`src/rtl/mips_defs.sv`:
```
// ---------------------------------------------------------------------------
// mips_defs
// Shared MIPS opcode/funct constants, the NOP word, the memory-wait state
// type and small instruction-field decode helpers used by the hazard logic.
// No ports (package).
// ---------------------------------------------------------------------------
package mips_defs;

    localparam logic [31:0] NOP = 32'h0000_0000;

    // Primary opcodes
    localparam logic [5:0] OP_RTYPE = 6'h00;
    localparam logic [5:0] OP_BEQ   = 6'h04;
    localparam logic [5:0] OP_BNE   = 6'h05;
    localparam logic [5:0] OP_LB    = 6'h20;
    localparam logic [5:0] OP_LH    = 6'h21;
    localparam logic [5:0] OP_LW    = 6'h23;
    localparam logic [5:0] OP_LBU   = 6'h24;
    localparam logic [5:0] OP_LHU   = 6'h25;

    // R-type funct codes
    localparam logic [5:0] FN_JR    = 6'h08;
    localparam logic [5:0] FN_MFHI  = 6'h10;
    localparam logic [5:0] FN_MTHI  = 6'h11;
    localparam logic [5:0] FN_MFLO  = 6'h12;
    localparam logic [5:0] FN_MTLO  = 6'h13;
    localparam logic [5:0] FN_MULT  = 6'h18;
    localparam logic [5:0] FN_MULTU = 6'h19;
    localparam logic [5:0] FN_DIV   = 6'h1A;
    localparam logic [5:0] FN_DIVU  = 6'h1B;

    typedef enum logic {
        MEM_IDLE = 1'b0,
        MEM_WAIT = 1'b1
    } mem_state_t;

    function automatic logic [5:0] f_op(input logic [31:0] instr);
        return instr[31:26];
    endfunction

    function automatic logic [4:0] f_rs(input logic [31:0] instr);
        return instr[25:21];
    endfunction

    function automatic logic [4:0] f_rt(input logic [31:0] instr);
        return instr[20:16];
    endfunction

    function automatic logic [4:0] f_rd(input logic [31:0] instr);
        return instr[15:11];
    endfunction

    function automatic logic [5:0] f_funct(input logic [31:0] instr);
        return instr[5:0];
    endfunction

    function automatic logic is_load(input logic [31:0] instr);
        logic [5:0] op;
        op = instr[31:26];
        return (op == OP_LB) || (op == OP_LH) || (op == OP_LW) ||
               (op == OP_LBU) || (op == OP_LHU);
    endfunction

    // Branches and jr need their operands in ID, so they are sensitive to
    // producers still in EX or loads still in MEM.
    function automatic logic is_branch(input logic [31:0] instr);
        logic [5:0] op;
        op = instr[31:26];
        return (op == OP_BEQ) || (op == OP_BNE) ||
               ((op == OP_RTYPE) && (instr[5:0] == FN_JR));
    endfunction

    function automatic logic is_hilo_user(input logic [31:0] instr);
        logic [5:0] fn;
        fn = instr[5:0];
        return (instr[31:26] == OP_RTYPE) &&
               ((fn == FN_MFHI) || (fn == FN_MTHI) || (fn == FN_MFLO) ||
                (fn == FN_MTLO) || (fn == FN_MULT) || (fn == FN_MULTU) ||
                (fn == FN_DIV)  || (fn == FN_DIVU));
    endfunction

endpackage

```
`src/rtl/md_busy_cnt.sv`:
```
// ---------------------------------------------------------------------------
// md_busy_cnt
// Occupancy counter for the multi-cycle mult/div unit. A load sets the
// counter to the operation latency; it then counts down to zero and busy is
// high whenever the count is nonzero.
// Ports:
//   clk     rising-edge clock
//   rst     asynchronous active-low reset
//   load    start an operation this cycle
//   is_div  selects the divide latency for load
//   busy    HI/LO result still pending
// ---------------------------------------------------------------------------
module md_busy_cnt #(
    parameter int MULT_CYCLES = 5,
    parameter int DIV_CYCLES  = 10
) (
    input  logic clk,
    input  logic rst,
    input  logic load,
    input  logic is_div,
    output logic busy
);

    localparam int MAX_CYCLES = (DIV_CYCLES > MULT_CYCLES) ? DIV_CYCLES : MULT_CYCLES;
    localparam int CNT_W      = $clog2(MAX_CYCLES + 1);

    localparam logic [CNT_W-1:0] MULT_V = CNT_W'(MULT_CYCLES);
    localparam logic [CNT_W-1:0] DIV_V  = CNT_W'(DIV_CYCLES);
    localparam logic [CNT_W-1:0] ONE_V  = CNT_W'(1);

    logic [CNT_W-1:0] cnt;

    // A load always wins, so a restart while busy simply reloads the latency.
    always_ff @(posedge clk or negedge rst) begin
        if (!rst) begin
            cnt <= '0;
        end else if (load) begin
            cnt <= is_div ? DIV_V : MULT_V;
        end else if (cnt != '0) begin
            cnt <= cnt - ONE_V;
        end
    end

    assign busy = (cnt != '0);

endmodule

```
`src/rtl/hazard_ctrl.sv`:
```
// ---------------------------------------------------------------------------
// hazard_ctrl
// Stall/flush sequencer for the 5-stage MIPS pipeline. Detects load-use,
// branch-operand and HI/LO hazards from the D/E/M instruction words, tracks
// the mult/div unit occupancy and freezes the pipe on data-memory waits.
// Ports:
//   clk, rst                 clock / asynchronous active-low reset
//   instrD/E/M               instruction words in ID, EX, MEM
//   md_startE, md_is_divE    mult/div issue from EX and its kind
//   mem_reqM, mem_readyM     data-memory access handshake from MEM
//   stallF/D/E/M             hold PC / if_id / id_ex / ex_mem
//   flushE, flushW           bubble into id_ex / mem_wb
//   md_busy                  HI/LO result pending
//   mem_err                  sticky memory-timeout flag
// ---------------------------------------------------------------------------
module hazard_ctrl
    import mips_defs::*;
#(
    parameter int MULT_CYCLES = 5,
    parameter int DIV_CYCLES  = 10,
    parameter int MEM_TIMEOUT = 255
) (
    input  logic        clk,
    input  logic        rst,
    input  logic [31:0] instrD,
    input  logic [31:0] instrE,
    input  logic [31:0] instrM,
    input  logic        md_startE,
    input  logic        md_is_divE,
    input  logic        mem_reqM,
    input  logic        mem_readyM,
    output logic        stallF,
    output logic        stallD,
    output logic        flushE,
    output logic        stallE,
    output logic        stallM,
    output logic        flushW,
    output logic        md_busy,
    output logic        mem_err
);

    localparam int WAIT_W = $clog2(MEM_TIMEOUT + 1);

    localparam logic [WAIT_W-1:0] TIMEOUT_V  = WAIT_W'(MEM_TIMEOUT);
    localparam logic [WAIT_W-1:0] TIMEOUT_M1 = WAIT_W'(MEM_TIMEOUT - 1);
    localparam logic [WAIT_W-1:0] WAIT_ONE   = WAIT_W'(1);

    logic [4:0]  rs_d, rt_d, rt_e, rt_m, dest_e;
    logic        mem_stall, lu_stall, br_stall, md_stall;
    logic        md_load;
    mem_state_t  mem_state;
    logic [WAIT_W-1:0] wait_cnt;

    assign rs_d = f_rs(instrD);
    assign rt_d = f_rt(instrD);
    assign rt_e = f_rt(instrE);
    assign rt_m = f_rt(instrM);

    // EX writes rd for R-type and rt for everything else.
    assign dest_e = (f_op(instrE) == OP_RTYPE) ? f_rd(instrE) : rt_e;

    // Hazard terms are qualified with rst so every stall/flush drops the
    // moment reset is asserted, not at the next clock.
    assign mem_stall = rst & mem_reqM & ~mem_readyM;

    assign lu_stall = rst & is_load(instrE) & (rt_e != 5'd0) &
                      ((rs_d == rt_e) | (rt_d == rt_e));

    assign br_stall = rst & is_branch(instrD) &
                      (((dest_e != 5'd0) & ((dest_e == rs_d) | (dest_e == rt_d))) |
                       (is_load(instrM) & (rt_m != 5'd0) &
                        ((rt_m == rs_d) | (rt_m == rt_d))));

    assign md_stall = rst & md_busy & is_hilo_user(instrD);

    // An issue that coincides with a memory freeze is dropped; the held EX
    // instruction raises md_startE again once the pipe moves.
    assign md_load = md_startE & ~mem_stall;

    md_busy_cnt #(
        .MULT_CYCLES (MULT_CYCLES),
        .DIV_CYCLES  (DIV_CYCLES)
    ) u_md_busy_cnt (
        .clk    (clk),
        .rst    (rst),
        .load   (md_load),
        .is_div (md_is_divE),
        .busy   (md_busy)
    );

    // Memory wait tracking. wait_cnt holds the number of stalled cycles of
    // the current access; mem_err latches once it reaches the timeout and
    // the pipe keeps waiting. Leaving the stall condition ends the access.
    always_ff @(posedge clk or negedge rst) begin
        if (!rst) begin
            mem_state <= MEM_IDLE;
            wait_cnt  <= '0;
            mem_err   <= 1'b0;
        end else begin
            case (mem_state)
                MEM_IDLE: begin
                    if (mem_stall) begin
                        mem_state <= MEM_WAIT;
                        wait_cnt  <= WAIT_ONE;
                        if (TIMEOUT_M1 == '0) begin
                            mem_err <= 1'b1;
                        end
                    end
                end
                MEM_WAIT: begin
                    if (!mem_stall) begin
                        mem_state <= MEM_IDLE;
                        wait_cnt  <= '0;
                    end else begin
                        if (wait_cnt != TIMEOUT_V) begin
                            wait_cnt <= wait_cnt + WAIT_ONE;
                        end
                        if (wait_cnt >= TIMEOUT_M1) begin
                            mem_err <= 1'b1;
                        end
                    end
                end
                default: begin
                    mem_state <= MEM_IDLE;
                    wait_cnt  <= '0;
                end
            endcase
        end
    end

    // A memory freeze outranks the decode hazards: everything up to MEM
    // holds and WB gets a bubble. Decode hazards hold F/D and bubble EX.
    always_comb begin
        stallF = 1'b0;
        stallD = 1'b0;
        flushE = 1'b0;
        stallE = 1'b0;
        stallM = 1'b0;
        flushW = 1'b0;
        if (mem_stall) begin
            stallF = 1'b1;
            stallD = 1'b1;
            stallE = 1'b1;
            stallM = 1'b1;
            flushW = 1'b1;
        end else if (lu_stall | br_stall | md_stall) begin
            stallF = 1'b1;
            stallD = 1'b1;
            flushE = 1'b1;
        end
    end

endmodule

```
`config.mk`:
```
export PLATFORM = sky130hd
export DESIGN_NAME = hazard_ctrl
export DESIGN_NICKNAME = d
export VERILOG_FILES = /design/src/rtl/mips_defs.sv /design/src/rtl/md_busy_cnt.sv /design/src/rtl/hazard_ctrl.sv
export SDC_FILE = /design/constraint.sdc
export NUM_CORES = 1
export LEC_CHECK = 0
export ABC_AREA = 0
export CAP_MARGIN = 40
export CORE_MARGIN = 3
export CORE_UTILIZATION = 54
export CTS_CLUSTER_SIZE = 28
export DETAILED_ROUTE_END_ITERATION = 7
export DONT_BUFFER_PORTS = 1
export PLACE_DENSITY = 0.79
export RECOVER_POWER = 100
export SETUP_SLACK_MARGIN = 0.05
export SYNTH_ARGS = -nofsm -noshare
export SYNTH_HDL_FRONTEND = slang
export SYNTH_SLANG_ARGS = --single-unit
```
`constraint.sdc`:
```
create_clock -name clk -period 2.8 [get_ports clk]
set_input_delay 0.28 -clock clk [delete_from_list [all_inputs] [get_ports clk]]
set_output_delay 0.28 -clock clk [all_outputs]
set_load 0.05 [all_outputs]
```
Yosys cells after proc, flatten, opt, wreduce, memory -nomap -nowiden

Index checks and enable logic that the tools add are counted.

Register bits: 14
Input bits: 102
Output and inout port bits: 8
Word-level logic and storage cells: 99

$add $sub $neg: 2
Magnitude comparators: 1
Equality and inequality tests: 30
Multiplexer cells: 12
Bitwise operators: 22
Reduce and logical (&&, ||, !) cells: 28

Operators by type and width:

| kind                                                                  | count |
|---|---|
| 6-bit equality test, second input constant                            | 10 |
| 6-bit by 5-bit equality test with 1-bit output, second input constant | 8 |
| 5-bit equality test                                                   | 6 |
| 8-bit two-way mux                                                     | 3 |
| 1-bit logical OR                                                      | 17 |
| 8-bit case mux with 2 select lines                                    | 1 |
| 5-bit nonzero test                                                    | 3 |
| 1-bit bitwise AND                                                     | 13 |
| 6-bit by 3-bit equality test with 1-bit output, second input constant | 2 |
| 6-bit zero test                                                       | 2 |
| 4-bit two-way mux                                                     | 3 |
| 8-bit by 1-bit adder with 8-bit output, second input constant         | 1 |
| 8-bit >= comparator, second input constant                            | 1 |
| 8-bit != test, second input constant                                  | 1 |
| 6-bit by 4-bit equality test with 1-bit output, second input constant | 1 |
| 1-bit bitwise OR                                                      | 6 |
| 5-bit two-way mux                                                     | 1 |
| 1-bit two-way mux                                                     | 4 |
| 4-bit nonzero test                                                    | 1 |
| 4-bit by 1-bit subtractor with 4-bit output, second input constant    | 1 |
| 3-bit by 2-bit != test with 1-bit output, second input constant       | 1 |
| 1-bit NOT                                                             | 3 |
| 3-bit AND reduction                                                   | 1 |
| 1-bit logical AND                                                     | 2 |
| other kinds (3)                                                       | 3 |

Logic depth before layout (Yosys ltp)

Gate-level depths: netlist (run 1).

Word-level depth: 13
Gate-level depth with buffers: 10
Gate-level depth less buffers: 8

Modules after synthesis

A second synthesis (run 1) with hierarchy kept.

Cell total of the unflattened synthesis: 186
Area total of the unflattened synthesis: 1480.2 um^2

Modules (own cells, without submodules):

| module      | times used | cells an instance | area each (um^2) | seq. area each (um^2) |
|---|---|---|---|---|
| hazard_ctrl | 1          | 165               | 1243.7           | 250.2 |
| md_busy_cnt | 1          | 21                | 236.5            | 100.1 |

Worst setup path before layout (run 1)

Ideal clock, no wire load.

Path type: register to output
From: register u_md_busy_cnt.cnt[0]
To: output stallF
Data arrival time: 2.977 ns
Required time: 2.520 ns
Path slack: -0.457 ns
Stages on the path, launching flop included: 10
Path through: dfrtp_1 > inv_1 > ha_1 > or3b_2 > clkbuf_1 > a21o_1 > a21oi_1 > o22a_1 > o211ai_1 > buf_4

Word-level cells in the longest chain between the ends: 6

RTL lines:

| what                           | line               | source |
|---|---|---|
| start, declared                | md_busy_cnt.sv:31  | `logic [CNT_W-1:0] cnt;` |
| start signal, assigned         | md_busy_cnt.sv:38  | `cnt <= is_div ? DIV_V : MULT_V;` |
| start signal, assigned         | md_busy_cnt.sv:40  | `cnt <= cnt - ONE_V;` |
| 4-bit nonzero test             | md_busy_cnt.sv:44  | `assign busy = (cnt != '0);` |
| named net md_busy              | hazard_ctrl.sv:38  | `output logic md_busy,` |
| 1-bit bitwise AND (2 in a row) | hazard_ctrl.sv:74  | `assign md_stall = rst & md_busy & is_hilo_user(instrD);` |
| 1-bit bitwise OR               | hazard_ctrl.sv:146 | `end else if (lu_stall \| br_stall \| md_stall) begin` |
| 1-bit two-way mux (2 in a row) | n/a                |  |
| end, declared                  | hazard_ctrl.sv:32  | `output logic stallF,` |

The timed path passes the listed nets, and every way through them passes these cells.

Final worst setup path (run 1)

From: input instrE[26]
To: output flushE

Word-level cells in the longest chain between the ends: 12
Elaborated cells between the ends (all ways): 25
Classes of those cells: eq/ne (7); mux (3); bitwise (9); reduce/logical (6)

RTL lines:

| what                                                    | line               | source |
|---|---|---|
| start, declared                                         | hazard_ctrl.sv:26  | `input logic [31:0] instrE,` |
| branches (longest 8 deep; another with 6-bit zero test) | n/a                |  |
| 1-bit bitwise OR (*) (2 in a row)                       | hazard_ctrl.sv:146 |  |
| 1-bit two-way mux (*)                                   | hazard_ctrl.sv:146 |  |
| 1-bit two-way mux (*)                                   | hazard_ctrl.sv:140 | `if (mem_stall) begin` |
| end, declared                                           | hazard_ctrl.sv:34  | `output logic flushE,` |

Every way passes the cells marked *.

==> impl_metrics.env, run 1 <==
export IMPL_synthArstFlopShare=1.00
export IMPL_synth_top_cell_by_area="dfrtp_1"
export IMPL_io_pins=110
export IMPL_drtAntennaViolNets=0
export IMPL_grt_pass1_vias=1468
export IMPL_synth_edf_count=0
export IMPL_dpl_instance_area_um2=1600
export IMPL_grt_first_pass_wirelength_um=6240
export IMPL_yosys_most_used_dff="dfrtp_1"
export IMPL_finalWirelength_um=4120
export IMPL_dpl_cell_count=219
export IMPL_clock_path_buffers=2
export IMPL_cts_max_level=1
export IMPL_fin_cells=229
export IMPL_syn_area_um2=1560
export IMPL_hold_viol=0
export IMPL_yosysWarnings=0
export IMPL_final_nets=306
export IMPL_worstSetupEndpointType="primary output"
export IMPL_fmax_mhz=374
export IMPL_core_area_um2=2610
export IMPL_antennaDiodeCount=0
export IMPL_path_delay_family="simple AND/OR/NAND/NOR gates"
export IMPL_setup_tns_ns=0
export IMPL_crit_required_ns=2.52
export IMPL_wire_per_inst_um=18.0
export IMPL_drtPass1Iterations=4
export IMPL_finalCritPeriodShare=0.955
export IMPL_cp_max_fo=6
export IMPL_slowest_stage="or4_4"
export IMPL_yosysSeqAreaShare=0.224
export IMPL_cts_sinks=14
export IMPL_drv_slew=0
export IMPL_fin_skew_ns=0.00378
export IMPL_drc_errors=0
export IMPL_synth_avg_cell_area_um2=8.15
export IMPL_synth_net_count=298
export IMPL_final_area_um2=1690
export IMPL_grt_start_max_net_pins=15
export IMPL_worstSkewPairLatency_ns=0.28
export IMPL_clk_pin_slew_worst_paths_ns=0.09
export IMPL_crit_arrival_ns=2.39
export IMPL_vias=1526
export IMPL_dieHeight_um=59.8
export IMPL_fillers=233
export IMPL_setup_worst_path_class="in -> out"
export IMPL_irDropWorstVdd_mv=0.438
export IMPL_die_width_um=59.8
export IMPL_worstRegToRegCells=6
export IMPL_area_growth_pct=7.92
export IMPL_powerDensity_nw_per_um2=357
export IMPL_utilization=0.646
export IMPL_start_util=0.599
export IMPL_fp_dieArea_um2=3580
export IMPL_finalPower_uw=603
export IMPL_place_hpwl_um=3260
export IMPL_synth_top_cell_area_share=0.224
export IMPL_grt_use_total=0.228
export IMPL_p_leak_uw=0.000682
export IMPL_maxCapViolCount=0
export IMPL_whs_path_depth=2
export IMPL_max_stage_delay_ns=0.61
export IMPL_rows=18
export IMPL_synth_area_top_cells="dfrtp_1, xor2_1, xnor2_1"
export IMPL_port_buffers=0
export IMPL_place_gp_congestion=0.874
export IMPL_status="finished, final reports clean"
export IMPL_regArea_um2=350
export IMPL_final_min_clock_period_ns=2.67
export IMPL_overflow=0
export IMPL_setup_viol=0
export IMPL_max_slew_margin=0.466
export IMPL_drtIter0Drc=83
export IMPL_cts_tree="built"
export IMPL_cp_num_buf_inv=2
export IMPL_cts_buffers=3
export IMPL_ys_types=51
export IMPL_rsz0062_at_grt="false"
export IMPL_crit_chain="or4_4, nor2_8, mux2_4, a221oi_2, a211oi_2, buf_4, a211oi_2, buf_4"
export IMPL_drive_gt1_frac=0.171
export IMPL_hold_class="in -> reg"
export IMPL_cp_depth=8
export IMPL_syn_instance_count=192
export IMPL_antenna_found_initial=0
export IMPL_cts_root_buffer="clkbuf_4"
export IMPL_multi_input_comb_area_um2=1130
export IMPL_tightest_slew_ns=0.804
export IMPL_synth_seq_cells=14
export IMPL_worstSetupStartpointType="primary input"
export IMPL_viasPerCell=6.66
-- metal layers --
metal / vias up / wire, um / track usage
met3: 8 / 516 / 0.0432
met4: 0 / 47 / 0.0570
met1: 690 / 1610 / 0.297
met2: 102 / 1950 / 0.387
li1: 726 / - / -
met5: - / 0 / 0
-- final cells by class --
type                            count  share of cell area
Timing Repair Buffer               11              0.0534
Multi-Input combinational cell    159               0.671
Clock buffer                        4              0.0215
Inverter                           11              0.0245
Sequential cell                    14               0.208
Tap cell                           30              0.0222
-- cell families after synthesis --
kind of cell	after synthesis	share of synthesized area
simple gates	75	0.289
compound gates	50	0.225
xor+xnor	27	0.151
buf+inv	19	0.0584
flops	14	0.224
fa+ha+maj	4	0.0320
mux	3	0.0208
-- flip-flops by register name, summed over array words and instances, names as in the netlist --
| signal | count |
|---|---|
| wait_cnt | 8 |
| u_md_busy_cnt.cnt | 4 |
| mem_err | 1 |
| mem_state | 1 |
-- report_power, final --
group	switching [uW]	leakage (uW)	internal [uW]
sequential	20.2	0.000178	222
clock	68.0	0.0000210	79.1
combinational	111	0.000483	103
-- path summary, 6_finish.rpt --
check                                  endpoint        start  slack, ns
min in group asynchronous           wait_cnt[7]          rst       0.46
max in group asynchronous           wait_cnt[5]          rst       1.91
max                                      flushE   instrE[26]       0.13
min reg2reg                         wait_cnt[5]  wait_cnt[5]       0.58
min                        u_md_busy_cnt.cnt[3]   md_is_divE       0.20
max reg2reg                         wait_cnt[3]  wait_cnt[2]       1.11
-- layout by cell type (no fill, tap or decap), types with 6 or more instances in the layout --
cell type and instances:
nor2_1 10, nor3_1 7, inv_1 9, nand2_1 16, a21oi_1 10, o21ai_0 8
dfrtp_1 14, clkbuf_4 6, nand3_1 9, o22ai_1 6, xor2_1 19, xnor2_1 8
-- Yosys cell counts (2+ instances only) --
cell type  instances
o31ai_1            3
mux2_2             2
nor4_1             4
nor2_1            10
nor4_2             2
nand4b_1           2
xor2_1            19
dfrtp_1           14
nand4_1            5
o211ai_1           2
nor2b_1            2
nand3_1            9
o22ai_1            6
or2_2              2
and3_1             5
a21o_1             2
a211oi_2           2
clkbuf_1           3
a221oi_2           2
xnor2_1            8
nor3_1             7
ha_1               4
o21ai_0            8
nor3_2             2
o21ai_1            2
nand2_1           16
a21oi_1           11
inv_1             11
a211oi_1           3
buf_4              3
-- repair_timing --
item / CTS / global route
pin swaps: 2 / 4
setup buffers: 1 / 4
endpoints found under the setup margin: 2 / 2
hold endpoints to repair: 14 / 0
resized for setup: 4 / 3
hold buffers: 1 / 0
-- metrics by stage --
stage | hold slack, ns | worst slack (ns)
6_report | 0.200 | 0.127
5_1_grt | 0.213 | 0.0186
4_1_cts | 0.198 | 0.113
3_5_place_dp | -0.0152 | 0.193
3_3_place_gp | -0.0151 | 0.223
2_1_floorplan | -0.0156 | -0.396
(Power assumes the default switching activity.)
==> run 2: changes to the inputs <==
- SYNTH_HIERARCHICAL: unset -> 1
==> run 2 against run 1 <==
Net effect:
- the flow now finishes with violations (max-capacitance violations, max-slew violations)
- global-route usage shrank 0.89 points
- synthesized cell count is 3.1% lower
- synthesized area decreased by 5.4%
- routed wire length is 6.7% lower
- total power is 2.2% lower
- clock skew decreased by 0.0012 ns
==> impl_metrics.env, run 2 <==
export IMPL_yosysWarnings=6
export IMPL_clock_path_buffers=2
export IMPL_drtPass1Iterations=4
export IMPL_cts_sinks=14
export IMPL_finalCritPeriodShare=0.936
export IMPL_synth_area_top_cells="dfrtp_1, xor2_1, xnor2_1"
export IMPL_clk_pin_slew_worst_paths_ns=0.08
export IMPL_crit_chain="inv_1, ha_1, nor3b_4, inv_1, nand2_1, or4_1, o21ai_1, inv_1, o211ai_1, clkbuf_2"
export IMPL_max_slew_margin=-0.281
export IMPL_fmax_mhz=381
export IMPL_synth_common_cells="xor2_1, dfrtp_1, o21ai_0"
export IMPL_finalWirelength_um=3840
export IMPL_drtAntennaViolNets=0
export IMPL_reg_top3="wait_cnt: 8 flops, u_md_busy_cnt/cnt: 4 flops"
export IMPL_synth_avg_cell_area_um2=7.96
export IMPL_fp_dieArea_um2=3410
export IMPL_cp_num_buf_inv=4
export IMPL_powerDensity_nw_per_um2=373
export IMPL_grt_start_max_net_pins=15
export IMPL_grt_use_total=0.220
export IMPL_path_delay_family="simple AND/OR/NAND/NOR gates"
export IMPL_place_hpwl_um=3020
export IMPL_start_util=0.582
export IMPL_core_area_um2=2540
export IMPL_crit_top_cell="inv_1"
export IMPL_cts_setup_buffers=0
export IMPL_cts_tree="built"
export IMPL_irDropWorstVdd_mv=0.407
export IMPL_place_gp_congestion=0.884
export IMPL_holdWs_ns=0.243
export IMPL_max_stage_delay_ns=0.40
export IMPL_status="finished, violations left"
export IMPL_rows=18
export IMPL_syn_area_um2=1480
export IMPL_antennaDiodeCount=0
export IMPL_synth_top_cell_area_share=0.237
export IMPL_regArea_um2=350
export IMPL_worstSkewPairLatency_ns=0.30
export IMPL_maxCapViolCount=1
export IMPL_setup_viol=0
export IMPL_rsz0062_at_grt="false"
export IMPL_cts_buffers=3
export IMPL_synthArstFlopShare=1.00
export IMPL_grt_first_pass_wirelength_um=5770
export IMPL_die_width_um=58.4
export IMPL_final_nets=299
export IMPL_synth_net_count=292
export IMPL_tightest_slew_ns=1.92
export IMPL_crit_required_ns=2.52
export IMPL_cp_max_fo=4
export IMPL_setup_worst_path_class="reg -> out"
export IMPL_port_buffers=0
export IMPL_overflow=0
export IMPL_yosys_most_used_dff="dfrtp_1"
export IMPL_drv_slew=6
export IMPL_hold_class="in -> reg"
export IMPL_mostFrequentLayoutCells="xor2_1, o21ai_0, dfrtp_1, inv_1, nand2_1"
export IMPL_multi_input_comb_area_um2=1060
export IMPL_hold_viol=0
export IMPL_synth_top_cell_by_area="dfrtp_1"
export IMPL_io_pins=110
export IMPL_synth_seq_cells=14
export IMPL_failed_checks="max-capacitance violations, max-slew violations"
export IMPL_worstSetupEndpointType="primary output"
export IMPL_ys_types=48
export IMPL_final_min_clock_period_ns=2.62
export IMPL_yosysSeqAreaShare=0.237
export IMPL_cts_max_level=1
export IMPL_drive_gt1_frac=0.0833
export IMPL_worstSetupStartpointType="flip-flop"
export IMPL_largest_reg_flops=8
export IMPL_viasPerCell=6.46
export IMPL_utilization=0.621
export IMPL_antenna_found_initial=0
export IMPL_synth_most_common_cell="xor2_1"
export IMPL_slowest_stage="or4_1"
export IMPL_p_leak_uw=0.000621
export IMPL_fin_skew_ns=0.00262
export IMPL_vias=1435
export IMPL_area_growth_pct=6.85
export IMPL_drtIter0Drc=98
export IMPL_regMostFlops="wait_cnt"
export IMPL_synth_edf_count=0
export IMPL_cts_root_buffer="clkbuf_4"
export IMPL_crit_arrival_ns=2.34
export IMPL_syn_instance_count=186
export IMPL_grt_pass1_vias=1364
export IMPL_drc_errors=0
export IMPL_fillers=247
export IMPL_wire_per_inst_um=17.3
export IMPL_final_common_cell="xor2_1"
export IMPL_dieHeight_um=58.4
## run 2: path summary, 6_finish.rpt
kind / depth (start not counted) / startpoint / slack, ns / to
max: 10 / u_md_busy_cnt/cnt[0] / 0.18 / stallD
min: 2 / mem_readyM / 0.24 / wait_cnt[0]
max reg2reg: 5 / wait_cnt[1] / 0.96 / wait_cnt[2]
min reg2reg: 1 / wait_cnt[3] / 0.49 / wait_cnt[3]
max in group asynchronous: 1 / rst / 1.97 / u_md_busy_cnt/cnt[2]
min in group asynchronous: 1 / rst / 0.43 / wait_cnt[1]
## run 2: where the power goes
group	switching [uW]	internal [uW]	total, uW
clock network	72.2	79.5	152
registers	25.1	222	247
logic	105	87.4	192
total	202	388	590
## run 2: logic make-up after synthesis
kind of cell    Yosys count  share of synthesized area
xor+xnor                 28                      0.166
flops                    14                      0.237
fa+ha+maj                 4                     0.0338
mux                       2                     0.0144
simple gates             73                      0.283
buf+inv                  18                     0.0533
compound gates           47                      0.213
## run 2: area by class of cell
type	instances	area share
Clock buffer	4	0.0229
Inverter	13	0.0309
Multi-Input combinational cell	154	0.672
Sequential cell	14	0.222
Tap cell	30	0.0237
Timing Repair Buffer	7	0.0293
## run 2: timing repair
| action | CTS | global route |
|---|---|---|
| endpoints found under the hold margin | 14 | 0 |
| endpoints found under the setup margin | 0 | 1 |
| hold buffers | 1 | 0 |
| resized for setup | 0 | 4 |
## run 2: per-stage QoR
step                TNS (ns)  worst slack [ns]  cells  area [um^2]  total power (uW)
finish                     0             0.178    222         1580               590
global placement           0             0.400    217         1540               424
floorplan             -0.163            -0.163    186         1490               403
CTS                        0             0.144    222         1590               594
global route               0            0.0417    222         1580               616
detailed placement         0             0.377    217         1540               435
## run 2: worst register-to-register path, stage by stage, from the launching register on
cell and delay [ns]:
dfrtp_1 0.51, ha_1 0.29, nand2_1 0.17, o21ai_0 0.51
o21ai_0 0.19, o21ai_0 0.10
## run 2: metal layers
layer / global-route usage / vias to the layer above / wire (um)
li1: - / 697 / -
met1: 0.257 / 663 / 1490
met2: 0.400 / 69 / 1950
met3: 0.0329 / 6 / 340
met4: 0.0828 / 0 / 59
met5: 0 / - / 0
==> run 3: changes to the inputs <==
- REMOVE_ABC_BUFFERS: unset -> 1
==> run 3 against run 2 <==
Net effect:
- the run now ends clean
- largest cell class unchanged
- highest routed layer unchanged
- clock skew rose by 0.0022 ns
- critical endpoint is now flushE
- global-route usage down 0.056 points
- flip-flop and latch count did not move
- total power shrank 0.82%
- register-to-register slack worse by 0.09 ns
- die area did not move
- combinational power is essentially flat
- worst hold slack better by 0.0061 ns
==> impl_metrics.env, run 3 (synthesized netlist as in run 2, its figures left out) <==
export IMPL_setup_viol=0
export IMPL_cts_setup_buffers=0
export IMPL_drtAntennaViolNets=0
export IMPL_finalPower_uw=586
export IMPL_crit_required_ns=2.52
export IMPL_grt_pass1_vias=1437
export IMPL_finalCritPeriodShare=0.930
export IMPL_final_common_cell="xor2_1"
export IMPL_cts_tree="built"
export IMPL_drtPass1Iterations=4
export IMPL_viasPerCell=6.63
export IMPL_max_stage_delay_ns=0.39
export IMPL_cts_max_level=1
export IMPL_fmax_mhz=384
export IMPL_worstSetupStartpointType="flip-flop"
export IMPL_drv_slew=0
export IMPL_slowest_stage="or4_1"
export IMPL_crit_top_cell="inv_1"
export IMPL_fp_dieArea_um2=3410
export IMPL_maxCapViolCount=0
export IMPL_grt_first_pass_wirelength_um=5970
export IMPL_finalWirelength_um=3790
export IMPL_core_area_um2=2540
export IMPL_path_delay_family="simple AND/OR/NAND/NOR gates"
export IMPL_dieHeight_um=58.4
export IMPL_reg_top3="wait_cnt: 8 flops, u_md_busy_cnt/cnt: 4 flops"
export IMPL_cp_num_buf_inv=3
export IMPL_antenna_found_initial=0
export IMPL_p_leak_uw=0.000616
export IMPL_rows=18
export IMPL_area_growth_pct=6.00
export IMPL_drc_errors=0
export IMPL_cts_root_buffer="clkbuf_4"
export IMPL_rsz0062_at_grt="false"
export IMPL_final_nets=298
export IMPL_powerDensity_nw_per_um2=373
export IMPL_grt_use_total=0.219
export IMPL_grt_start_max_net_pins=15
export IMPL_vias=1465
export IMPL_place_hpwl_um=2980
export IMPL_status="finished, final reports clean"
export IMPL_max_slew_margin=0.570
export IMPL_worstSkewPairLatency_ns=0.28
export IMPL_setup_ws_ns=0.197
export IMPL_dpl_worst_slack_ns=0.314
export IMPL_place_gp_congestion=0.903
export IMPL_hold_viol=0
export IMPL_fin_skew_ns=0.00486
export IMPL_largest_reg_flops=8
export IMPL_cp_max_fo=4
export IMPL_antennaDiodeCount=0
export IMPL_cts_buffers=3
export IMPL_cts_sinks=14
export IMPL_fin_cells=221
export IMPL_mostFrequentLayoutCells="xor2_1, o21ai_0, dfrtp_1, inv_1, nand2_1"
export IMPL_clk_pin_slew_worst_paths_ns=0.09
export IMPL_drtIter0Drc=75
export IMPL_io_pins=110
export IMPL_crit_chain="inv_1, ha_1, nor3b_4, inv_1, nand2_1, or4_1, o21ai_0, a2111oi_1, a211oi_2, buf_4"
export IMPL_irDropWorstVdd_mv=0.297
export IMPL_worstSetupEndpointType="primary output"
export IMPL_crit_arrival_ns=2.32
export IMPL_port_buffers=0
export IMPL_dpl_cell_count=216
export IMPL_setup_worst_path_class="reg -> out"
export IMPL_wire_per_inst_um=17.1
export IMPL_tightest_slew_ns=0.642
export IMPL_final_min_clock_period_ns=2.60
export IMPL_regMostFlops="wait_cnt"
export IMPL_start_util=0.582
export IMPL_overflow=0
export IMPL_drive_gt1_frac=0.0785
export IMPL_die_width_um=58.4
export IMPL_hold_class="in -> reg"
export IMPL_utilization=0.617
export IMPL_clock_path_buffers=2
[run 3: changes by cell type in the layout (fill, tap and decap cells not counted)]
cell | previous run | this run
a2111oi_1 | 0 | 1
a2111oi_2 | 1 | 0
and2_0 | 0 | 1
and2_1 | 3 | 2
buf_4 | 1 | 2
buf_6 | 1 | 0
clkbuf_1 | 2 | 1
o21ai_0 | 14 | 15
o21ai_1 | 2 | 1
[run 3: layout make-up]
type	instances	area, um^2
Sequential cell	14	350
Inverter	13	48.8
Clock buffer	4	36.3
Multi-Input combinational cell	154	1060
Tap cell	30	37.5
Fill cell	245	976
Timing Repair Buffer	6	38.8
[run 3: what timing repair did]
| action | CTS | global route |
|---|---|---|
| endpoints found under the setup margin | 0 | 1 |
| gates resized for setup | 0 | 1 |
| endpoints found under the hold margin | 14 | 0 |
| hold buffers | 1 | 0 |
[run 3: per-layer routing]
metal | track usage | vias to the layer above | wire, um
met1 | 0.310 | 697 | 1620
met4 | 0.0662 | 0 | 24
met3 | 0.0439 | 6 | 380
met5 | 0 | - | 0
li1 | - | 691 | -
met2 | 0.337 | 71 | 1760
[run 3: path summary, 6_finish.rpt]
check	startpoint	end	slack [ns]	cells past startpoint
worst max-delay path	u_md_busy_cnt/cnt[0]	flushE	0.20	10
worst min-delay path	mem_readyM	wait_cnt[0]	0.25	2
worst max register to register	wait_cnt[2]	wait_cnt[2]	0.87	6
worst min register to register	wait_cnt[3]	wait_cnt[3]	0.50	1
max in group asynchronous	rst	wait_cnt[3]	1.93	1
min in group asynchronous	rst	mem_state	0.45	1
[run 3: stage by stage]
step	TNS, ns	hold WS, ns	area, um^2
finish	0	0.249	1570
global route	0	0.269	1570
CTS	0	0.250	1580
detailed placement	0	-0.0152	1530
global placement	0	-0.0152	1530
floorplan	-1.48	-0.0156	1450
[run 3: worst reg2reg max path: stages (launching register included)]
cell     delay, ns
dfrtp_1       0.41
and2_0        0.25
and3_1        0.21
nand2_1       0.15
o21ai_0       0.54
o21ai_0       0.19
o21ai_0       0.11
[run 3: power by group]
group / total, uW / switching (uW) / leakage, uW / internal [uW]
Sequential: 247 / 25.6 / 0.000183 / 222
Clock: 148 / 68.6 / 0.0000210 / 79.1
Combinational: 191 / 104 / 0.000412 / 86.5
